## config.mk

```make
export PLATFORM = sky130hd
export DESIGN_NAME = fifo_uart_tx
export DESIGN_NICKNAME = d
export VERILOG_FILES = /design/src/rtl/fifo_uart_tx_pkg.sv /design/src/rtl/fifo_uart_tx_bit_timer.sv /design/src/rtl/fifo_uart_tx.sv
export SDC_FILE = /design/constraint.sdc
export NUM_CORES = 1
export LEC_CHECK = 0
export ABC_AREA = 1
export BUFFER_PORTS_ARGS = -buffer_cell sky130_fd_sc_hd__buf_2
export CORE_UTILIZATION = 30
export CTS_CLUSTER_DIAMETER = 120
export DETAILED_ROUTE_END_ITERATION = 8
export HOLD_SLACK_MARGIN = 0.1
export SLEW_MARGIN = 20
export SYNTH_ARGS = -nofsm -noshare
export SYNTH_HDL_FRONTEND = slang
export SYNTH_HIERARCHICAL = 1
export SYNTH_SLANG_ARGS = --single-unit
```

## constraint.sdc

```tcl
create_clock -name clk -period 1.9 [get_ports clk]
set_clock_uncertainty 0.15 [all_clocks]
set_input_delay 0.19 -clock clk [delete_from_list [all_inputs] [get_ports clk]]
set_output_delay 0.19 -clock clk [all_outputs]
set_load 0.01 [all_outputs]
```

## src/rtl/fifo_uart_tx_pkg.sv

```systemverilog
// fifo_uart_tx_pkg: state encoding and 8N1 frame constants shared by the fifo UART transmitter.
package fifo_uart_tx_pkg;
  typedef enum logic [2:0] {IDLE, POP, LOAD, START, DATA, STOP} state_t;
  localparam logic START_LVL = 1'b0;
  localparam logic STOP_LVL = 1'b1;
  localparam int DATA_BITS = 8;
endpackage

```

## src/rtl/fifo_uart_tx_bit_timer.sv

```systemverilog
// bit_timer: free-running 0..CLKS_PER_BIT-1 counter; tick marks the last cycle of a bit period.
module bit_timer #(
  parameter int CLKS_PER_BIT = 16
) (
  input  logic clk,
  input  logic reset,
  input  logic clear,
  output logic tick
);
  localparam int W = $clog2(CLKS_PER_BIT);
  localparam logic [W-1:0] LAST = W'(CLKS_PER_BIT - 1);
  logic [W-1:0] cnt_q, cnt_d;
  always_comb begin
    tick = cnt_q == LAST;
    cnt_d = (clear || tick) ? '0 : cnt_q + 1'b1;
  end
  always_ff @(posedge clk) begin
    if (reset) cnt_q <= '0;
    else cnt_q <= cnt_d;
  end
endmodule

```

## src/rtl/fifo_uart_tx.sv

```systemverilog
// fifo_uart_tx: pops bytes from the fifo and sends each as an 8N1 frame on txd.
module fifo_uart_tx
  import fifo_uart_tx_pkg::*;
#(
  parameter int CLKS_PER_BIT = 16,
  parameter int COUNT_W = 8
) (
  input  logic               clk,
  input  logic               reset,
  input  logic               enable,
  input  logic               emptyB,
  input  logic [7:0]         rdata,
  output logic               read,
  output logic               txd,
  output logic               busy,
  output logic [COUNT_W-1:0] tx_count
);
  state_t state_q, state_d;
  logic [7:0] shift_q, shift_d;
  logic [2:0] idx_q, idx_d;
  logic [COUNT_W-1:0] cnt_q, cnt_d;
  logic tick;
  bit_timer #(.CLKS_PER_BIT(CLKS_PER_BIT)) u_timer (
    .clk  (clk),
    .reset(reset),
    .clear(state_q == LOAD),
    .tick (tick)
  );
  always_comb begin
    state_d = state_q;
    shift_d = shift_q;
    idx_d = idx_q;
    cnt_d = cnt_q;
    case (state_q)
      IDLE: state_d = (emptyB && enable) ? POP : IDLE;
      POP: state_d = LOAD;
      LOAD: begin
        shift_d = rdata;
        state_d = START;
      end
      START: if (tick) begin
        state_d = DATA;
        idx_d = '0;
      end
      DATA: if (tick) begin
        shift_d = shift_q >> 1;
        idx_d = idx_q + 1'b1;
        state_d = (idx_q == 3'(DATA_BITS - 1)) ? STOP : DATA;
      end
      STOP: if (tick) begin
        cnt_d = cnt_q + 1'b1;
        state_d = IDLE;
      end
      default: state_d = IDLE;
    endcase
    read = state_q == POP;
    busy = state_q != IDLE;
    txd = (state_q == START) ? START_LVL : (state_q == DATA) ? shift_q[0] : STOP_LVL;
    tx_count = cnt_q;
  end
  always_ff @(posedge clk) begin
    if (reset) begin
      state_q <= IDLE;
      shift_q <= '0;
      idx_q <= '0;
      cnt_q <= '0;
    end else begin
      state_q <= state_d;
      shift_q <= shift_d;
      idx_q <= idx_d;
      cnt_q <= cnt_d;
    end
  end
endmodule

```

## Yosys cells after proc, flatten, opt, wreduce, memory -nomap -nowiden

Index checks and enable logic that the tools add are counted.

| word-level totals | value |
|---|---|
| register bits | 26 |
| logic and storage cells | 41 |
| input bits | 12 |

| cells by class | value |
|---|---|
| equal/unequal tests | 10 |
| muxes and demuxes | 12 |
| reduce and logical (&&, ||, !) cells | 11 |
| add/sub/neg operators | 3 |

Operators by type and width:

| cell | count |
|---|---|
| 3-bit case mux with 6 select lines | 1 |
| 8-bit case mux with 2 select lines | 1 |
| 3-bit 2-to-1 mux | 4 |
| 3-bit == test (second input constant) | 3 |
| 8-bit by 1-bit adder with 8-bit output (second input constant) | 1 |
| 8-bit 2-to-1 mux | 1 |
| 3-bit by 2-bit == test with 1-bit output (second input constant) | 2 |
| 2-bit inequality test (second input constant) | 3 |
| 3-bit case mux with 2 select lines | 1 |
| 3-bit AND reduction | 2 |
| 4-bit by 1-bit adder with 4-bit output (second input constant) | 1 |
| 4-bit == test (second input constant) | 1 |
| 1-bit 2-to-1 mux | 4 |
| 2-bit AND reduction | 2 |
| 2-bit nonzero test | 2 |
| 3-bit by 1-bit adder with 3-bit output (second input constant) | 1 |
| 3-bit by 1-bit == test with 1-bit output (second input constant) | 1 |
| 3-bit logical NOT | 1 |
| 3-bit nonzero test | 1 |
| 2-bit OR reduction | 1 |
| 1-bit logical AND | 1 |
| 1-bit logical OR | 1 |

## Depth between registers and ports, before layout

| logic depth | value |
|---|---|
| word-level depth | 4 |
| depth in mapped cells | 8 |

## Hierarchy

The synthesis kept the hierarchy.

By module, submodules not included:

| module | instances | seq. area each (µm²) | cells each | area an instance (µm²) |
|---|---|---|---|---|
| fifo_uart_tx | 1 | 440.4 | 170 | 1161.1 |
| bit_timer | 1 | 80.1 | 19 | 166.4 |

## Least setup slack after synthesis

OpenSTA, ideal clock, no wires.

| path | value |
|---|---|
| path type | register -> register |
| start point | register u_timer.cnt_q[0] |
| end point | register cnt_q[5], in the netlist tx_count[5] |
| setup slack | 0.298 ns |
| arrival | 1.339 ns |
| clock period less this slack | 1.602 ns |
| setup time | 0.113 ns |
| data required time | 1.637 ns |
| stages on the path, launching flop included | 9 |
| cell sequence | dfxtp_1 > ha_1 > nand3_2 > inv_1 > nand4_4 > nor2_4 > nand3_1 > nand2_1 > nor2_1 |

| on the way | value |
|---|---|
| word-level cells in the longest chain between the ends | 2 |

Ends and longest elaborated chain:

| item | RTL line | source |
|---|---|---|
| start: declaration | fifo_uart_tx_bit_timer.sv:12 | `logic [W-1:0] cnt_q, cnt_d;` |
| start signal: assignment | fifo_uart_tx_bit_timer.sv:19 | `else cnt_q <= cnt_d;` |
| 4-bit == test | fifo_uart_tx_bit_timer.sv:14 | `tick = cnt_q == LAST;` |
| net tick | fifo_uart_tx.sv:22 | `logic tick;` |
| 2-bit AND reduction (no line) | n/a |  |
| end signal: assignment | fifo_uart_tx.sv:71 | `cnt_q <= cnt_d;` |
| end: declaration | fifo_uart_tx.sv:21 | `logic [COUNT_W-1:0] cnt_q, cnt_d;` |

The timed path passes the listed nets, and every way through them passes these cells.
A chain may end at the register's enable or synchronous reset.

## Worst setup path in the final report

| path | value |
|---|---|
| start point | register state_q[0] |
| end point | output txd |

| on the way | value |
|---|---|
| word-level cells in the longest chain between the ends | 3 |

Ends and longest elaborated chain:

| item | RTL line | source |
|---|---|---|
| start: declaration | fifo_uart_tx.sv:18 | `state_t state_q, state_d;` |
| start signal: assignment | fifo_uart_tx.sv:68 | `state_q <= state_d;` |
| 3-bit == test | fifo_uart_tx.sv:58 | `txd = (state_q == START) ? START_LVL : (state_q == DATA) ? shift_q[0] : STOP_LVL;` |
| 1-bit 2-to-1 mux | fifo_uart_tx.sv:58 |  |
| 1-bit 2-to-1 mux * | fifo_uart_tx.sv:58 |  |
| end: declaration | fifo_uart_tx.sv:14 | `output logic txd,` |

Every way passes the cells marked *; elsewhere a longest branch is shown, timed or not.

==> metrics.yaml <==
global_route:
  grt_first_pass_wirelength_um: 4470
  grt_max_degree: 16
  track_usage: 0.127
  antenna_found_initial: 0
  grt_overflow: 0
  first_global_vias: 1069
synthesis:
  syn_avg_cell_area_um2: 7.02
  synthArstFlopShare: 0
  yosys.area.top_type: "dfxtp_1"
  synth_fp_nets: 205
  synth_top_area_frac: 0.392
  syn_inst: 189
  synth.most_common_cell: "nand2_1"
  synth-seq-cells: 26
  synth_cell_type_count: 26
  synth-seq-area-share: 0.392
  synth.area.top_cells: "dfxtp_1, nand2_1, nor2_1"
  synthTopCellsByCount: "nand2_1, nor2_1, dfxtp_1"
  synth_area_um2: 1330
  yosys_warnings: 6
  synth_edf_count: 0
  ys.flop_type: "dfxtp_1"
sta:
  drv_slew: 0
  setup-violations-final: 0
  max_freq_ghz: 0.579
  finalHoldViolCount: 0
  post-route-period-util: 0.909
  finalWorstSetupSlack_ns: 0.172
  setup_tns_ns: 0
  max-slew-margin-rel: 0.747
  worstMarginPinSlew_ns: 0.380
  fin_crit_ns: 1.73
  rsz0062_at_grt: "no"
detailed_routing:
  routed_wl_um: 2690
  drt-initial-drc-count: 61
  via_count: 1218
  ant_nets: 0
  viasPerCell: 4.49
  drc: 0
  wire_per_inst_um: 9.92
  firstDrtPassIters: 4
finish:
  antenna_cells: 0
  final_cell_area_um2: 1640
  drive_gt1_frac: 0.208
  syn_to_final_growth_pct: 23.5
  nFillCells: 435
  final_cells: 271
  nNetsFinal: 238
worst_setup_path:
  crit_path_cell_trace: "nor2_2, nand2_4, nand2_1, nand2_1, buf_2"
  r2r-start: "u_timer/cnt_q[0]"
  cp_max_fo: 12
  crit_family: "simple AND/OR/NAND/NOR gates"
  worstSetupEndpointType: "primary output"
  cp_num_buf_inv: 1
  cp.depth: 5
  crit_required_ns: 1.56
  crit_slowest_cell: "dfxtp_1"
  ff2ff_path_depth: 8
  critical_path.startpoint: "state_q[0]"
  path_common_cell: "nand2_1"
  crit_arrival_ns: 1.39
  max_stage_delay_ns: 0.39
  cp-start-kind: "flip-flop"
  critPathKind: "flip-flop to primary output"
run:
  drv_cap: 0
placed_design:
  portBuffers: 22
  place.gp.congestion: 0.753
  dp_slack_ns: 0.272
  dpl.cell_count: 259
  post_dp_cell_area_um2: 1490
  hpwl_um: 1960
pwr:
  switching_share: 0.229
  powerDensity_nw_per_um2: 719
  leakagePower_uw: 0.000756
  ir_drop_mv: 0.469
  power_uw: 1180
  p_sw_uw: 271
  power.share.sequential: 0.503
  power_frac_comb: 0.105
  clockPowerShare: 0.391
  intPower_uw: 909
worst_hold_path:
  hold_path.class: "input port to flip-flop"
  hold_path_startpoint: "rdata[6]"
  hold_depth: 5
die:
  placementRows: 23
  io_pins: 23
  core_area_um2: 4120
  die_h_um: 68.5
  die_x_um: 68.5
  start_util: 0.323
  die_area_um2: 4690
clocking:
  clockBufferDepth: 2
  cts_tree: "built"
  cts-root-buf: "clkbuf_8"
  clock_latency_ns: 0.27
  htree_levels: 1
  cts_resized: 0
  numCtsBuffers: 3
  clkTransAtPathRegs_ns: 0.10
  clock_sinks: 26
run_status:
  status: "completed"
through the flow:
stage	util	hold slack, ns
floorplan	-	0.187
global placement	0.362	0.299
finish	0.398	0.114
detailed placement	0.362	0.309
CTS	0.398	0.114
global route	0.398	0.166
cell families (layout without fill, tap and decap cells):
logic type / Yosys count / after routing / synth area share
XOR/XNOR: 1 / 1 / 0.00660
adder cells (fa/ha/maj): 4 / 4 / 0.0377
AND/OR/NAND/NOR: 107 / 107 / 0.384
AO/OA/AOI/OAI: 26 / 26 / 0.101
flip-flops: 26 / 26 / 0.392
buffers and inverters: 25 / 57 / 0.0792
power groups by stage:
stage          Clock (µW)  Combinational (µW)  Sequential (µW)
2_1_floorplan           0                81.1              602
3_3_place_gp            0                 113              606
3_5_place_dp            0                 113              606
4_1_cts               477                 126              593
5_1_grt               496                 143              597
6_report              461                 124              593
routing by layer:
metal,vias to the layer above,global-route usage,part of all wire
li1,659,-,-
met1,536,0.157,0.50
met2,21,0.216,0.45
met3,2,0.0395,0.043
met4,0,0.0260,0.0048
met5,-,0,0
what timing repair did:
action                                 4_1_cts  5_1_grt
buffers inserted                             0        0
hold buffers                                 8        0
endpoints found under the hold margin       13        0
worst min-delay path, delay by kind of cell:
kind / cells / cell delay, ns
buffers and inverters: 1 / 0.09
and+or+nand+nor: 4 / 0.22
flip-flops by register name, indices dropped and copies added (netlist names):
| name | cells |
|---|---|
| tx_count | 8 |
| state_q | 3 |
| idx_q | 3 |
| shift_q | 8 |
| u_timer/cnt_q | 4 |
layout by cell type, fill, tap and decap left out, drive strengths merged:
| cell type | instances |
|---|---|
| buf | 23 |
| nand2 | 59 |
| clkbuf | 3 |
| nand3 | 9 |
| nor3 | 5 |
| o21ai | 13 |
| a21oi | 13 |
| inv | 22 |
| nor2 | 31 |
| bufinv | 1 |
| dfxtp | 26 |
| xnor2 | 1 |
| dlygate4sd3 | 8 |
| nor4 | 1 |
| nand4 | 2 |
| ha | 4 |
cell type report:
cell class	instances	area, µm²	area share
Clock inverter	1	30.0	0.0183
Clock buffer	3	41.3	0.0252
Tap cell	50	62.6	0.0382
Inverter	22	85.1	0.0519
Sequential cell	26	520	0.318
Multi-Input combinational cell	138	702	0.428
Timing Repair Buffer	31	198	0.121
worst paths after layout:
check / to / slack [ns]
min reg2reg: idx_q[1] / 0.32
min: shift_q[6] / 0.11
max: txd / 0.17
max reg2reg: tx_count[5] / 0.27
Note: power is estimated with default switching activity, not from simulation.
